[src/rtl/qmac_pipe_if.sv]
// Valid/ready bus of the pipelined fixed-point MAC: input beats in, requantised sums out.
// The slave modport is the MAC itself and the master modport is its environment.
interface qmac_pipe_if #(
  parameter int ACT_W = 16,
  parameter int WGT_W = 16,
  parameter int ACC_W = 40,
  parameter int OUT_W = 16
);
  logic             i_valid;
  logic             o_ready;
  logic [ACT_W-1:0] i_act;
  logic [WGT_W-1:0] i_wgt;
  logic             i_first;
  logic             i_last;
  logic             o_valid;
  logic             i_ready;
  logic [OUT_W-1:0] o_data;
  logic [ACC_W-1:0] o_acc;
  logic             o_sat;

  modport slave (
    input  i_valid, i_act, i_wgt, i_first, i_last, i_ready,
    output o_ready, o_valid, o_data, o_acc, o_sat
  );

  modport master (
    output i_valid, i_act, i_wgt, i_first, i_last, i_ready,
    input  o_ready, o_valid, o_data, o_acc, o_sat
  );
endinterface

[src/rtl/qmac_pipe.sv]
// Pipelined signed multiply-accumulate with framed sums, round-half-up requantisation
// and saturation. The whole pipeline advances together when the output slot can move.
module qmac_pipe #(
  parameter int ACT_W    = 16,
  parameter int ACT_FRAC = 12,
  parameter int WGT_W    = 16,
  parameter int WGT_FRAC = 14,
  parameter int ACC_W    = 40,
  parameter int OUT_W    = 16,
  parameter int OUT_FRAC = 12
) (
  input  logic         i_clk,
  input  logic         i_rst_n,
  qmac_pipe_if.slave   bus
);
  localparam int PROD_W = ACT_W + WGT_W;
  localparam int SHIFT  = ACT_FRAC + WGT_FRAC - OUT_FRAC;
  localparam logic [ACC_W:0] RND_HALF = {{ACC_W{1'b0}}, 1'b1} << (SHIFT - 1);

  // Returns {clip flag, clamped value}. In-range means all bits from the output sign upward agree.
  function automatic logic [OUT_W:0] sat_fn(input logic [ACC_W:0] x);
    logic [ACC_W-OUT_W+1:0] hi;
    hi = x[ACC_W:OUT_W-1];
    if ((&hi) || (~|hi)) begin
      sat_fn = {1'b0, x[OUT_W-1:0]};
    end else if (x[ACC_W]) begin
      sat_fn = {1'b1, 1'b1, {(OUT_W-1){1'b0}}};
    end else begin
      sat_fn = {1'b1, 1'b0, {(OUT_W-1){1'b1}}};
    end
  endfunction

  logic                     w_adv;
  logic signed [PROD_W-1:0] w_prod;
  logic signed [ACC_W-1:0]  w_p_ext;
  logic signed [ACC_W-1:0]  w_sum;
  logic        [ACC_W:0]    w_rnd_sum;
  logic signed [ACC_W:0]    w_shifted;
  logic        [OUT_W:0]    w_q;

  logic signed [PROD_W-1:0] r_p;
  logic                     r_p_v;
  logic                     r_p_first;
  logic                     r_p_last;
  logic signed [ACC_W-1:0]  r_acc;
  logic                     r_o_valid;
  logic        [OUT_W-1:0]  r_o_data;
  logic        [ACC_W-1:0]  r_o_acc;
  logic                     r_o_sat;

  assign w_adv       = ~r_o_valid | bus.i_ready;
  assign bus.o_ready = w_adv;

  assign w_prod    = PROD_W'($signed(bus.i_act)) * PROD_W'($signed(bus.i_wgt));
  assign w_p_ext   = ACC_W'(r_p);
  assign w_sum     = r_p_first ? w_p_ext : (r_acc + w_p_ext);
  // One extra bit so adding the half-LSB can never wrap.
  assign w_rnd_sum = {w_sum[ACC_W-1], w_sum} + RND_HALF;
  assign w_shifted = $signed(w_rnd_sum) >>> SHIFT;
  assign w_q       = sat_fn(w_shifted);

  // Product stage: registered product and frame markers of the accepted beat.
  always_ff @(posedge i_clk or negedge i_rst_n) begin
    if (!i_rst_n) begin
      r_p       <= '0;
      r_p_v     <= 1'b0;
      r_p_first <= 1'b0;
      r_p_last  <= 1'b0;
    end else if (w_adv) begin
      r_p       <= w_prod;
      r_p_v     <= bus.i_valid;
      r_p_first <= bus.i_first;
      r_p_last  <= bus.i_last;
    end
  end

  // Accumulator: only real products update it, so bubbles leave the running sum untouched.
  always_ff @(posedge i_clk or negedge i_rst_n) begin
    if (!i_rst_n) begin
      r_acc <= '0;
    end else if (w_adv && r_p_v) begin
      r_acc <= w_sum;
    end
  end

  // Output slot: loads on a frame's last product, drains when downstream takes it.
  always_ff @(posedge i_clk or negedge i_rst_n) begin
    if (!i_rst_n) begin
      r_o_valid <= 1'b0;
      r_o_data  <= '0;
      r_o_acc   <= '0;
      r_o_sat   <= 1'b0;
    end else if (w_adv) begin
      if (r_p_v && r_p_last) begin
        r_o_valid <= 1'b1;
        r_o_acc   <= w_sum;
        r_o_data  <= w_q[OUT_W-1:0];
        r_o_sat   <= w_q[OUT_W];
      end else if (bus.i_ready) begin
        r_o_valid <= 1'b0;
      end
    end
  end

  assign bus.o_valid = r_o_valid;
  assign bus.o_data  = r_o_data;
  assign bus.o_acc   = r_o_acc;
  assign bus.o_sat   = r_o_sat;
endmodule

[src/flat_wrapper.sv]
// flat-port wrapper written by rule: the top's interface ports become plain ports
module qmac_pipe_flat 
#(
  parameter int ACT_W    = 16,
  parameter int ACT_FRAC = 12,
  parameter int WGT_W    = 16,
  parameter int WGT_FRAC = 14,
  parameter int ACC_W    = 40,
  parameter int OUT_W    = 16,
  parameter int OUT_FRAC = 12
)
  (i_clk, i_rst_n, bus_i_valid, bus_i_act, bus_i_wgt, bus_i_first, bus_i_last, bus_i_ready, bus_o_ready, bus_o_valid, bus_o_data, bus_o_acc, bus_o_sat);
  qmac_pipe_if #(.ACT_W(ACT_W), .WGT_W(WGT_W), .ACC_W(ACC_W), .OUT_W(OUT_W)) bus_i ();
  input  logic i_clk;
  input  logic i_rst_n;
  input wire logic [$bits(bus_i.i_valid)-1:0] bus_i_valid;
  input wire logic [$bits(bus_i.i_act)-1:0] bus_i_act;
  input wire logic [$bits(bus_i.i_wgt)-1:0] bus_i_wgt;
  input wire logic [$bits(bus_i.i_first)-1:0] bus_i_first;
  input wire logic [$bits(bus_i.i_last)-1:0] bus_i_last;
  input wire logic [$bits(bus_i.i_ready)-1:0] bus_i_ready;
  output wire logic [$bits(bus_i.o_ready)-1:0] bus_o_ready;
  output wire logic [$bits(bus_i.o_valid)-1:0] bus_o_valid;
  output wire logic [$bits(bus_i.o_data)-1:0] bus_o_data;
  output wire logic [$bits(bus_i.o_acc)-1:0] bus_o_acc;
  output wire logic [$bits(bus_i.o_sat)-1:0] bus_o_sat;
  assign bus_i.i_valid = bus_i_valid;
  assign bus_i.i_act = bus_i_act;
  assign bus_i.i_wgt = bus_i_wgt;
  assign bus_i.i_first = bus_i_first;
  assign bus_i.i_last = bus_i_last;
  assign bus_i.i_ready = bus_i_ready;
  assign bus_o_ready = bus_i.o_ready;
  assign bus_o_valid = bus_i.o_valid;
  assign bus_o_data = bus_i.o_data;
  assign bus_o_acc = bus_i.o_acc;
  assign bus_o_sat = bus_i.o_sat;
  qmac_pipe #(.ACT_W(ACT_W), .ACT_FRAC(ACT_FRAC), .WGT_W(WGT_W), .WGT_FRAC(WGT_FRAC), .ACC_W(ACC_W), .OUT_W(OUT_W), .OUT_FRAC(OUT_FRAC)) u_core (.i_clk(i_clk), .i_rst_n(i_rst_n), .bus(bus_i));
endmodule
[config.mk]
export PLATFORM = sky130hd
export DESIGN_NAME = qmac_pipe_flat
export DESIGN_NICKNAME = d
export VERILOG_FILES = /design/src/rtl/qmac_pipe_if.sv /design/src/rtl/qmac_pipe.sv /design/src/flat_wrapper.sv
export SDC_FILE = /design/constraint.sdc
export NUM_CORES = 1
export LEC_CHECK = 0
export ABC_CLOCK_PERIOD_IN_PS = 10190
export CORE_MARGIN = 2
export CORE_UTILIZATION = 69
export CTS_BUF_LIST = sky130_fd_sc_hd__clkbuf_8
export DETAILED_ROUTE_END_ITERATION = 12
export PLACE_DENSITY = 0.9
export SKIP_CTS_REPAIR_TIMING = 1
export SYNTH_ARGS = -nofsm -noshare
export SYNTH_HDL_FRONTEND = slang
export SYNTH_SLANG_ARGS = --single-unit
[constraint.sdc]
create_clock -name i_clk -period 10.19 [get_ports i_clk]
set_input_delay 2.5475 -clock i_clk [delete_from_list [all_inputs] [get_ports i_clk]]
set_output_delay 2.5475 -clock i_clk [all_outputs]
set_load 0.01 [all_outputs]
==> flow_summary.toml, run 1 <==
[synthesis]
synth_top_family_by_area = "adder cells"
syn-cell-area_um2 = 18500
yosysSeqAreaShare_pct = 18.0
synth_compound_area_share_pct = 13.6
syn-num-nets = 2533
ys_types = 86
synthMuxAreaShare_pct = 1.08
syn_inst = 2110
async_reset_ff_share_pct = 100
synthXorXnorAreaFrac_pct = 3.27
ys.warnings.count = 0
synth-main-ff-cell = "dfrtp_1"
syn_avg_cell_area_um2 = 8.76
ys_seq_elements = 133
yosys.area_share.adder_pct = 36.7
synthSimpleGateAreaFrac_pct = 18.8
synth_edf_count = 0

[setup_path]
arrival_ps = 9530
critPathLaunchType = "input port"
endpoint_kind = "flip-flop"
timing.rr.end = "u_core.bus.o_data[2]"
ff2ff_path_depth = 16
path_common_cell = "fa_1"
worstPathRequired_ps = 10510
path_class = "input port to flip-flop"
reg2reg_from = "u_core.r_p[0]"
cp_max_fo = 16
critPathSlowestCell = "clkdlybuf4s50_1"
reg2reg_setup_slack_ps = 4180
crit_path_max_incr_delay_ps = 900
crit_path_cell_trace = "clkdlybuf4s50_1 -> nand2_1 -> fa_1 -> inv_1 -> fa_1 -> inv_1 -> fa_1 -> inv_1 -> fa_1 -> fa_1 -> inv_1 -> fa_1 -> inv_1 -> ha_1 -> a21o_1 -> a21o_1 -> o41ai_1 -> o211ai_1 -> a21oi_1 -> nand2b_1 -> a31o_2 -> a211oi_1 -> o31ai_1"

[routing]
via_per_inst = 6.17
wl_per_cell_um = 19.7
drc = 0
ant_nets = 0
first_iter_violations = 1583
wl_um = 49300
vias = 15500
firstDrtPassIters = 6

[layout]
mostFrequentLayoutCell = "nand2_1"
antenna_cells = 0
finish.net_count = 2583
final_cell_mix = "nand2_1, inv_1, fa_1, o21ai_0, dfrtp_1"
area_growth_pct = 8.59
drive_gt1_share_pct = 4.93

[global_routing]
grt_max_degree = 110
grt_pass1_vias = 15900
antenna_found_initial = 0
grt_use_total_pct = 36.6
grt_pass1_wl_um = 81100
grt.overflow.total = 0

[clocking]
htree_levels = 4
cts_tree = "yes"
clk_pin_slew_worst_paths_ps = 90
cts_root_buf = "clkbuf_8"
clock_latency_ps = 470
numClockSinks = 133
clock_path_buffers = 2
cts-buffers-inserted = 17

[sta]
post-route-period-util_pct = 90.4
tns_ps = 0
finalSetupViolations = 0
skew_ps = 33.4
rsz0062_at_grt = "no"
hold_violations = 0
finalCriticalPeriod_ps = 9220
tightest_slew_ps = 972
max_freq_ghz = 0.109
slew_violations = 0
relSlewSlack_pct = 35.2

[worst_hold_path]
hp-class = "flip-flop to flip-flop"
min_from = "u_core.bus.o_acc[13]"
hold_end = "u_core.bus.o_acc[13]"
hold_path_depth = 2

[placement]
port-buffer-count = 96
place.gp.congestion = 0.931
place_hpwl_um = 39500

[floorplanning]
initial_core_util_pct = 70.5
die_area_um2 = 28100
chipHeight_um = 168
core_um2 = 26200
core.rowCount = 59
io_pins = 97
die_w_um = 168

[run_status]
status = "complete, no violations"

[flow_run]
maxCapViolCount = 0
==> worst max-delay path: cells and delay by family <==
| family | cells | cell delay (ps) |
|---|---|---|
| adder cells (fa/ha/maj) | 7 | 3400 |
| AO/OA/AOI/OAI | 8 | 2100 |
| buffers and inverters | 6 | 1160 |
| AND/OR/NAND/NOR | 2 | 310 |
==> layer usage <==
metal / track usage, % / routed length [um] / vias to the layer above
met1: 48.5 / 19500 / 7643
li1: - / - / 6936
met3: 5.39 / 3700 / 144
met5: 0 / 0 / -
met4: 13.3 / 1770 / 0
met2: 61.8 / 24300 / 733
==> worst max path at each step <==
stage	start	end	slack [ps]	depth (start not counted)
finish	bus_i_wgt[7]	u_core.r_p[28]	970	23
global route	bus_i_wgt[7]	u_core.r_p[30]	610	23
CTS	bus_i_wgt[7]	u_core.r_p[28]	1070	23
detailed placement	bus_i_wgt[7]	u_core.r_p[28]	620	23
global placement	bus_i_wgt[7]	u_core.r_p[28]	840	23
floorplan	bus_i_act[7]	u_core.r_p[28]	1890	23
==> synth_stat cells, types with 7 or more instances <==
library cell	instances	area, um^2
ha_1	122	1530
o21bai_1	8	60.1
and3_1	13	81.3
o31ai_1	11	82.6
nand2b_1	17	106
nor2b_1	12	75.1
inv_1	325	1220
o21ai_0	134	671
mux2_2	8	90.1
nor2_1	80	300
a21oi_1	85	425
and4_1	9	78.8
o31a_1	7	61.3
o311ai_0	7	61.3
mux2i_1	11	110
buf_2	7	35.0
or3_1	8	50.1
a21o_1	22	165
nor3_1	23	115
fa_1	263	5270
o21a_1	12	90.1
and2_1	131	820
xnor2_1	47	412
clkbuf_1	73	274
o211ai_1	18	135
nand4_1	9	56.3
xor2_1	22	193
nor4_1	9	56.3
nand2_1	336	1260
a211oi_1	16	120
dfrtp_1	133	3330
o311ai_2	8	130
nand3_1	21	105
==> stage by stage <==
step / util, % / cell area, um^2 / setup slack (ps) / hold slack (ps) / std cells
floorplan: - / 18500 / 1890 / 456 / 2110
global placement: 75.2 / 19700 / 842 / 459 / 2476
detailed placement: 75.2 / 19700 / 623 / 469 / 2476
CTS: 76.6 / 20100 / 1070 / 488 / 2507
global route: 76.6 / 20100 / 609 / 518 / 2507
finish: 76.6 / 20100 / 974 / 487 / 2507
==> area by class of cell <==
| type | count | area, um^2 |
|---|---|---|
| Fill cell | 1875 | 6130 |
| Inverter | 325 | 1220 |
| Sequential cell | 133 | 3330 |
| Tap cell | 335 | 419 |
| Multi-Input combinational cell | 1565 | 13600 |
| Clock buffer | 18 | 248 |
| Timing Repair Buffer | 118 | 1130 |
| Clock inverter | 13 | 126 |
==> flip-flops by register name (all words and copies together) (netlist names), 16 cells and up <==
name and count:
u_core.bus.o_acc 40, u_core.r_acc 40, u_core.r_p 32, u_core.bus.o_data 16
==> kinds of logic (layout without fill, tap and decap cells) <==
group	count (synthesis)	after routing
AOI/OAI and AO/OA	385	385
DFF	133	133
muxes	19	19
xor gates and xnor gates	69	69
adders and majority gates	385	385
and+or+nand+nor	707	707
buffers and inverters	412	474
Power of run 1 is left out: the tool's default activity adds up to more than one toggle a clock period on the data nets, which glitch-free logic cannot reach.
==> run 2: changes to the inputs <==
--- a/config.mk
+++ b/config.mk
@@ -5,12 +5,14 @@
 export SDC_FILE = /design/constraint.sdc
 export NUM_CORES = 1
 export LEC_CHECK = 0
+export ABC_AREA = 1
 export ABC_CLOCK_PERIOD_IN_PS = 10190
 export CORE_MARGIN = 2
 export CORE_UTILIZATION = 69
 export CTS_BUF_LIST = sky130_fd_sc_hd__clkbuf_8
 export DETAILED_ROUTE_END_ITERATION = 12
 export PLACE_DENSITY = 0.9
+export SETUP_SLACK_MARGIN = 0.2
 export SKIP_CTS_REPAIR_TIMING = 1
 export SYNTH_ARGS = -nofsm -noshare
 export SYNTH_HDL_FRONTEND = slang
==> run 2 against run 1 <==
Net effect: critical path depth rose by 6; clock skew fell by 13 ps; worst hold slack got worse by 2.1 ps; die area rose by 7.3%; setup slack improved by 440 ps; first-iteration DRC count fell by 15%; fmax rose by 5.1%.
==> flow_summary.toml, run 2 <==
[global_routing]
antenna_found_initial = 0
grt.overflow.total = 0
grt_pass1_wl_um = 87900
grt_pass1_vias = 18400
grt_max_degree = 76
grt_use_total_pct = 36.2

[sta]
tightest_slew_ps = 1110
hold_violations = 0
finalSetupViolations = 0
max_freq_ghz = 0.114
rsz0062_at_grt = "no"
relSlewSlack_pct = 26.1
slew_violations = 0
skew_ps = 20.6
tns_ps = 0
finalCriticalPeriod_ps = 8770
post-route-period-util_pct = 86.1

[synthesis]
syn_avg_cell_area_um2 = 7.12
synth_edf_count = 0
synth-main-ff-cell = "dfrtp_1"
synth.most_common_cell = "nand2_1"
syn-cell-area_um2 = 19900
synth_compound_area_share_pct = 5.71
ys_seq_elements = 133
syn-num-nets = 3212
ys.warnings.count = 0
synthMuxAreaShare_pct = 0
async_reset_ff_share_pct = 100
synth_top_area_share_pct = 26.5
synthTopCellsByCount = "nand2_1, inv_1, fa_1"
synth.top_cells.by_area = "fa_1, dfrtp_1, nand2_1"
yosysTopAreaCell = "fa_1"
syn_inst = 2789
synthSimpleGateAreaFrac_pct = 27.0
synthXorXnorAreaFrac_pct = 1.94
yosysSeqAreaShare_pct = 16.8
synth_top_family_by_area = "adder cells"
ys_types = 49
yosys.area_share.adder_pct = 34.2

[routing]
vias = 17600
wl_per_cell_um = 16.1
via_per_inst = 5.48
drc = 0
ant_nets = 0
first_iter_violations = 1340
wl_um = 51900
firstDrtPassIters = 6

[setup_path]
arrival_ps = 9180
worstPathRequired_ps = 10600
critical_path.top_delay_family = "adder cells"
cp_max_fo = 16
path_common_cell = "nand2_1"
crit_path_max_incr_delay_ps = 920
path_buf_inv = 4
critPathLaunchType = "input port"
critPathSlowestCell = "clkdlybuf4s50_1"
path_class = "input port to flip-flop"
timing.rr.end = "u_core.bus.o_data[9]"
reg2reg_setup_slack_ps = 5890
reg2reg_from = "u_core.r_p_first"
endpoint_kind = "flip-flop"
ff2ff_path_depth = 20
setup.worst_path.start = "bus_i_act[6]"

[clocking]
cts-buffers-inserted = 17
clk_pin_slew_worst_paths_ps = 70
clock_path_buffers = 2
clock_latency_ps = 480
cts_root_buf = "clkbuf_8"
htree_levels = 4
numClockSinks = 133
cts_tree = "yes"

[layout]
drive_gt1_share_pct = 5.72
area_growth_pct = 7.74
antenna_cells = 0
mostFrequentLayoutCell = "nand2_1"
finish.net_count = 3244
final_cell_mix = "nand2_1, inv_1, fa_1, dfrtp_1, o21ai_0"

[worst_hold_path]
hold_path_depth = 2
hold_end = "u_core.r_acc[0]"
hp-class = "flip-flop to flip-flop"
min_from = "u_core.r_acc[0]"

[placement]
place_hpwl_um = 42700
port-buffer-count = 96
place.gp.congestion = 1.01

[floorplanning]
chipHeight_um = 174
io_pins = 97
initial_core_util_pct = 69.6
die_area_um2 = 30200
core.rowCount = 62
die_w_um = 174
core_um2 = 28500

[flow_run]
maxCapViolCount = 0

[run_status]
status = "complete, no violations"
run 2: cell types whose count changed after synthesis, sizes merged, moves of 30 or more:
cell	delta
xnor2	-30
nand3	+111
nand2	+571
nor2	+69
inv	+327
and2	-129
run 2: worst register-to-register path: stages, from the launching register on:
cell	delay, ps
dfrtp_1	1080
clkinv_1	170
buf_4	380
nand3_1	250
nand2_1	210
inv_1	150
ha_1	200
nand3_1	130
nor2_4	150
inv_1	80
nor3_1	430
nand4_1	150
nand2_1	90
nand2_1	60
nor2_2	130
nand3_4	120
nand2_4	190
nand2_1	90
nand2_1	70
nand2_1	50
nand2_1	70
run 2: cell type report:
type                    count  area [um^2]
clock buffers              19          262
clock inverters            11          125
fillers                  2195         7150
inverters                 660         2480
multi-input cells        1902        13700
flip-flops and latches    133         3330
well taps                 384          480
repair buffers            107         1040
run 2: stage by stage:
stage          util (%)  setup slack, ps  instances  hold slack, ps  cell area [um^2]
3_3_place_gp       73.6             1320       3186             457             21000
6_report           75.0             1420       3216             485             21400
3_5_place_dp       73.6             1010       3186             467             21000
4_1_cts            75.0             1520       3216             486             21400
2_1_floorplan         -             2170       2789             448             19900
5_1_grt            75.0             1080       3216             512             21400
run 2: worst max-delay path by stage:
stage	slack, ps	cells past startpoint	endpoint
after floorplan	2170	22	u_core.r_p[29]
after global placement	1320	22	u_core.r_p[29]
after detailed placement	1010	21	u_core.r_p[31]
after CTS	1520	21	u_core.r_p[31]
after global routing	1080	25	u_core.r_p[28]
final	1420	29	u_core.r_p[25]
run 2: per-layer routing:
metal	routed length, um	vias up	track usage, %
li1	-	8307	-
met1	20700	8329	45.4
met2	25300	805	63.1
met3	3720	195	5.02
met4	2140	0	15.5
met5	0	-	0
run 2: cells by family after synthesis:
kind of cell / count (synthesis)
flip-flops: 133
AO/OA/AOI/OAI: 214
XOR/XNOR: 44
adder cells (fa/ha/maj): 385
AND/OR/NAND/NOR: 1259
buffers and inverters: 754
Power of run 2 is left out for the same reason.
